$ cat config.mk
export PLATFORM = sky130hd
export DESIGN_NAME = seq_event_logger
export DESIGN_NICKNAME = d
export VERILOG_FILES = /design/src/rtl/seq_event_logger.sv
export SDC_FILE = /design/constraint.sdc
export NUM_CORES = 1
export LEC_CHECK = 0
export ABC_AREA = 1
export CAP_MARGIN = 20
export CORE_MARGIN = 5
export CORE_UTILIZATION = 45
export CTS_CLUSTER_SIZE = 28
export DETAILED_ROUTE_END_ITERATION = 16
export PLACE_DENSITY_LB_ADDON = 0.05
export SLEW_MARGIN = 5
export SYNTH_ARGS = -nofsm -noshare
export SYNTH_HDL_FRONTEND = slang
export SYNTH_SLANG_ARGS = --single-unit
export TNS_END_PERCENT = 30
$ cat constraint.sdc
create_clock -name clk -period 1.94 [get_ports clk]
set_input_delay 0.388 -clock clk [delete_from_list [all_inputs] [get_ports clk]]
set_output_delay 0.388 -clock clk [all_outputs]
set_load 0.005 [all_outputs]
$ cat src/rtl/seq_event_logger.sv
// Timestamped event logger for the sequence detector: edge-detects seq_seen,
// queues the timestamp of each detection in a FWFT FIFO and keeps saturating counts.
module seq_event_logger #(
  parameter int TS_WIDTH  = 16,
  parameter int DEPTH     = 4,
  parameter int CNT_WIDTH = 8
) (
  input  logic                       clk,
  input  logic                       reset,
  input  logic                       seq_seen,
  input  logic                       clear,
  output logic                       evt_valid,
  input  logic                       evt_ready,
  output logic [TS_WIDTH-1:0]        evt_timestamp,
  output logic [$clog2(DEPTH):0]     fifo_level,
  output logic [CNT_WIDTH-1:0]       total_count,
  output logic [CNT_WIDTH-1:0]       drop_count,
  output logic                       overflow
);

  localparam int AW = $clog2(DEPTH);
  localparam int LW = AW + 1;
  localparam logic [LW-1:0] FULL_LVL = LW'(DEPTH);

  logic [TS_WIDTH-1:0]  r_ts;
  logic                 r_seq_d;
  logic [TS_WIDTH-1:0]  r_mem [DEPTH];
  logic [AW-1:0]        r_wptr;
  logic [AW-1:0]        r_rptr;
  logic [LW-1:0]        r_level;
  logic [CNT_WIDTH-1:0] r_total;
  logic [CNT_WIDTH-1:0] r_drop;
  logic                 r_ovf;

  logic w_event;
  logic w_nonempty;
  logic w_full;
  logic w_pop;
  logic w_push;
  logic w_drop;

  function automatic logic [CNT_WIDTH-1:0] sat_inc(input logic [CNT_WIDTH-1:0] v);
    return (&v) ? v : v + 1'b1;
  endfunction

  assign w_event    = seq_seen & ~r_seq_d;
  assign w_nonempty = (r_level != '0);
  assign w_full     = (r_level == FULL_LVL);
  assign w_pop      = w_nonempty & evt_ready;
  // A pop in the same cycle frees the slot, so a full FIFO can still accept.
  assign w_push     = w_event & (~w_full | w_pop);
  assign w_drop     = w_event & w_full & ~w_pop;

  always_ff @(posedge clk) begin
    if (!reset) begin
      r_ts    <= '0;
      r_seq_d <= 1'b0;
      r_wptr  <= '0;
      r_rptr  <= '0;
      r_level <= '0;
      r_total <= '0;
      r_drop  <= '0;
      r_ovf   <= 1'b0;
    end else begin
      r_ts    <= r_ts + 1'b1;
      r_seq_d <= seq_seen;
      if (clear) begin
        r_wptr  <= '0;
        r_rptr  <= '0;
        r_level <= '0;
        r_total <= '0;
        r_drop  <= '0;
        r_ovf   <= 1'b0;
      end else begin
        if (w_push) r_wptr <= r_wptr + 1'b1;
        if (w_pop)  r_rptr <= r_rptr + 1'b1;
        case ({w_push, w_pop})
          2'b10:   r_level <= r_level + 1'b1;
          2'b01:   r_level <= r_level - 1'b1;
          default: r_level <= r_level;
        endcase
        if (w_event) r_total <= sat_inc(r_total);
        if (w_drop) begin
          r_drop <= sat_inc(r_drop);
          r_ovf  <= 1'b1;
        end
      end
    end
  end

  // Storage carries no reset; unread slots are masked by the level counter.
  always_ff @(posedge clk) begin
    if (reset && !clear && w_push) r_mem[r_wptr] <= r_ts;
  end

  assign evt_valid     = w_nonempty;
  assign evt_timestamp = w_nonempty ? r_mem[r_rptr] : '0;
  assign fifo_level    = r_level;
  assign total_count   = r_total;
  assign drop_count    = r_drop;
  assign overflow      = r_ovf;

endmodule

## Word level (Yosys, flattened, before mapping)

Memories as Yosys holds them, arrays and structs flattened. A register that Yosys moved wholly into a read port is not among the register bits.
Index checks and enable logic that the tools add are counted.

| word-level totals | value |
|---|---|
| bits in registers | 41 |
| memory bits (writable) | 64 |
| output and inout port bits | 37 |
| memories | 1 |

Memory list:

| name | words | bits a word | rd ports | clocked after Yosys merged registers in | write ports | RTL line | source |
|---|---|---|---|---|---|---|---|
| r_mem | 4 | 16 | 1 | 1 | 1 | 27 | `logic [TS_WIDTH-1:0] r_mem [DEPTH];` |

| cells by class | value |
|---|---|
| $add $sub $neg | 7 |
| eq/ne operators | 3 |
| muxes and demuxes | 6 |
| bitwise gates (word level) | 12 |
| reduce and logical (&&, ||, !) cells | 10 |

Operators with widths:

| kind | count |
|---|---|
| 16-bit by 1-bit adder with 16-bit output (second input constant) | 1 |
| 8-bit by 1-bit adder with 8-bit output (second input constant) | 2 |
| 16-bit 2-to-1 mux | 1 |
| 8-bit AND reduction | 2 |
| 1-bit NOT | 6 |
| 3-bit case mux with 2 select lines | 1 |
| 1-bit AND | 5 |
| 2-bit by 1-bit adder with 2-bit output (second input constant) | 2 |
| 2-bit 2-to-1 mux | 2 |
| 2-bit AND reduction | 2 |
| 3-bit by 1-bit adder with 3-bit output (second input constant) | 1 |
| 3-bit == test (second input constant) | 1 |
| 3-bit nonzero test | 1 |
| 3-bit by 1-bit subtractor with 3-bit output (second input constant) | 1 |
| 2-bit by 1-bit == test with 1-bit output (second input constant) | 1 |
| 2-bit == test (second input constant) | 1 |
| 1-bit logical AND | 2 |
| 1-bit 2-to-1 mux | 2 |
| 2-bit nonzero test | 1 |
| 2-bit OR reduction | 1 |
| 1-bit logical NOT | 1 |
| 1-bit OR | 1 |

## Longest topological paths before layout

| logic depth | value |
|---|---|
| depth in word-level cells | 7 |
| depth in mapped cells | 11 |
| depth with buffers taken out | 11 |

## Worst setup path before layout

Ideal clock, no wire load.

| path | value |
|---|---|
| kind | input port to flip-flop |
| start point | input reset |
| end point | memory r_mem[0][0] (enable) |
| data arrival time | 1.561 ns |
| data required time | 1.551 ns |
| path slack | -0.009 ns |
| stages on the path | 5 |
| buffers on the path | 1 |
| cells stage by stage | buf_4 > inv_2 > nor2_4 > nand3_1 > nor2_1 |

| between the ends | value |
|---|---|
| word-level cells in the longest chain between the ends | 4 |

RTL lines:

| what | RTL line | source |
|---|---|---|
| from (decl) | 9 | `input logic reset,` |
| 1-bit logical AND (2 in a row) | 93 | `if (reset && !clear && w_push) r_mem[r_wptr] <= r_ts;` |
| 1-bit 2-to-1 mux | 93 |  |
| 1-bit 2-to-1 mux (implied by the code) | 93 |  |
| to (decl) | 27 |  |

No other way between the ends.

==> reports/qor.csv <==
stage;metric;value;unit
run;maxCapViolCount;0;
detailed_routing;avgViaCountPerCell;4.92;
synth;yosys_warnings;0;
global_route;gr-usage-all-layers;0.158;
clock_network;postCtsHoldBufs;0;
synth;synth_compound_gate_area_share;0.101;
synth;netlist.area_leader.share;0.407;
setup_path;reg2regPathDepth;11;
place;placed_cells;688;
finish;diodes;0;
detailed_routing;drt-initial-drc-count;154;
place;place_congestion;0.765;
clock_network;h-tree-depth;3;
clock_network;cts_buffers;9;
setup_path;r2r_start;fifo_level[2];
detailed_routing;dr.pass1.iters;4;
place;place_hpwl;6640;um
synth;syn_inst;499;
synth;ys_types;35;
detailed_routing;wl_per_cell;14.0;um
timing;timing.fmax;510;MHz
synth;synth_edf_count;64;
setup_path;path_max_fanout;5;
timing;fin_setup_tns;-0.0219;ns
setup_path;ff2ff_setup_slack;0.34;ns
run_status;outcome;complete, but fails checks;
floorplan;die_w;112;um
global_route;gr-total-overflow;0;
timing;tightest_slew;0.499;ns
finish;area_delta_synth_final;22.8;%
synth;async_flop_share;0;
clock_network;clk_pin_slew;0.11;ns
clock_network;clock_latency;0.36;ns
finish;fin_cells;710;
power_and_ir_drop;p_leak;2.19;nW
global_route;grt_pass1_vias;3263;
global_route;grt_max_degree;21;
power_and_ir_drop;cellPowerDensity;701;nW/um2
worst_hold_path;hp-class;reg2reg;
synth;synthSimpleGateAreaFrac;0.216;
floorplan;die_area;12600;um2
finish;drive_above_1_share;0.190;
detailed_routing;finalWirelength;9910;um
floorplan;die_y;112;um
timing;worst_slack;-0.0219;ns
timing;holdWs;0.486;ns
timing;skew;0.00847;ns
floorplan;start_util;0.459;
setup_path;reg2reg_to;fifo_level[2];
timing;min_period;1.96;ns
synth;ys_seq_area_frac;0.590;
synth;synth_area;4720;um2
synth;synth_top_family_by_area;simple AND/OR/NAND/NOR gates;
timing;hold_viol_final;0;
run_status;violations;setup timing;
setup_path;cp_data_arrival_time;1.57;ns
synth;synthMuxAreaShare;0;
worst_hold_path;worstHoldEndpoint;overflow;
clock_network;clock-root-buffer;clkbuf_8;
finish;layout.nets;582;
floorplan;std_cell_rows;37;
global_route;grt_first_pass_wirelength;16100;um
setup_path;crit_type;reg2out;
floorplan;io_pins;42;
setup_path;start_kind;flip-flop;
global_route;antenna_found_initial;0;
power_and_ir_drop;finalPower;0.00406;W
timing;rsz0062_at_grt;true;
detailed_routing;dr_total_vias;3493;
finish;post-route-util;0.564;
synth;synth_adder_area_share;0.0228;
timing;period_share;1.01;
worst_hold_path;hold_depth;1;
synth;avgSynthCellArea;9.45;um2
timing;relSlewSlack;0.667;
clock_network;clk_path_buf_depth;2;
setup_path;crit_required;1.55;ns
synth;synthTopCellsByArea;edfxtp_1 41%, dfxtp_1 18%, nor2_1 8.0%;
timing;drv_slew;0;
timing;setup_viol;1;
synth;syn_nets;512;
power_and_ir_drop;ir_drop;479;uV
place;portBuffers;41;
detailed_routing;ant_nets;0;
synth;ys.flop_type;edfxtp_1;
synth;synth_xor_area_frac;0.0149;
clock_network;clock_sinks;107;
setup_path;worst_setup_path_end_kind;primary output;
synth;ys_ff_latch;107;
detailed_routing;drc;0;
floorplan;fp.coreArea;10300;um2
worst_hold_path;min_from;overflow;
clock_network;cts_tree;built;
synth;yosysTopAreaCell;edfxtp_1;
==> routing by layer <==
| metal | share of wire | global-route usage |
|---|---|---|
| met4 | 0.016 | 0.0329 |
| met3 | 0.037 | 0.0442 |
| met2 | 0.49 | 0.273 |
| met1 | 0.46 | 0.197 |
| met5 | 0 | 0 |
==> synth_stat cells (2+ instances only) <==
cell      instances
a21oi_1          35
a21oi_2           6
buf_2             8
buf_4             2
clkbuf_1          2
clkbuf_2          2
dfxtp_1          43
edfxtp_1         64
ha_1              7
inv_1            42
inv_2             6
nand2_1          65
nand2_2           4
nand2_4           2
nand3_1          20
nand4_1          10
nor2_1          101
nor2_2            4
nor2_4            4
nor3_1            6
o21a_1            2
o21ai_0          40
o21ai_1           4
o21bai_1          2
or2_0             2
xnor2_1           3
xor2_1            5
==> how the worst max path moves through the flow <==
| stage | endpoint | cells past startpoint |
|---|---|---|
| after floorplan | r_mem[0][0] | 5 |
| after global placement | fifo_level[2] | 9 |
| after detailed placement | fifo_level[2] | 9 |
| after CTS | evt_timestamp[2] | 5 |
| after global routing | evt_timestamp[13] | 7 |
| final | evt_timestamp[6] | 7 |
==> cell type report <==
type,instances,area (um2)
fillers,928,4490
clock inverters,7,63.8
well taps,136,170
flip-flops and latches,107,2790
multi-input cells,329,1710
inverters,49,189
repair buffers,73,748
clock buffers,9,124
==> repair_timing <==
item                       in CTS  in global routing
pin swaps                       2                 13
gates resized for setup        39                 66
buffers inserted                0                  2
setup endpoints to repair      16                 17
gates cloned                    1                  3
==> flip-flops by register name, indices dropped and copies added, names as in the netlist, named ones only <==
register / count
drop_count: 8
fifo_level: 3
overflow: 1
r_mem: 64
r_rptr: 2
r_seq_d: 1
r_ts: 16
r_wptr: 2
total_count: 8
==> logic make-up after synthesis <==
family | count (synthesis)
simple gates | 224
compound gates | 89
buf+inv | 63
fa+ha+maj | 8
xor+xnor | 8
flops | 107
==> critical path: stages, from the launching register on <==
cell and delay (ns):
dfxtp_4 0.41, buf_6 0.14, buf_16 0.12, nor2_2 0.04, nor2_2 0.13, o21ai_2 0.09, a21oi_2 0.15, buf_2 0.14
==> where the power goes <==
part | switching, W | internal (W)
Combinational | 0.000166 | 0.000147
Sequential | 0.0000233 | 0.00241
Clock | 0.000810 | 0.000503
Total | 0.000999 | 0.00306
==> placed cells by master, fill, tap and decap left out, types with 2 or more instances in the layout <==
| cell type | n |
|---|---|
| buf_6 | 4 |
| nor3_1 | 6 |
| nand2_2 | 4 |
| inv_2 | 7 |
| o21bai_1 | 2 |
| nor2_4 | 5 |
| o21ai_0 | 19 |
| clkdlybuf4s50_1 | 25 |
| buf_4 | 16 |
| clkbuf_16 | 2 |
| inv_8 | 3 |
| nor2_1 | 94 |
| xor2_1 | 5 |
| nand3_1 | 20 |
| buf_12 | 8 |
| nand4_1 | 10 |
| nor2_2 | 10 |
| buf_2 | 9 |
| dfxtp_2 | 3 |
| edfxtp_1 | 64 |
| nand2_4 | 2 |
| nand2_1 | 65 |
| inv_1 | 41 |
| o21a_1 | 2 |
| or2_0 | 2 |
| o21ai_1 | 24 |
| inv_6 | 3 |
| clkbuf_8 | 9 |
| clkbuf_2 | 7 |
| a21oi_2 | 8 |
| a21oi_1 | 33 |
| dfxtp_1 | 39 |
| xnor2_1 | 3 |
| ha_1 | 7 |
==> stage by stage <==
stage	area [um2]	setup WS, ns
2_1_floorplan	4720	-0.00935
3_3_place_gp	5520	-0.0327
3_5_place_dp	5520	-0.0455
4_1_cts	5720	-0.0223
5_1_grt	5790	-0.0985
6_report	5790	-0.0219
Note: power is estimated with default switching activity, not from simulation.
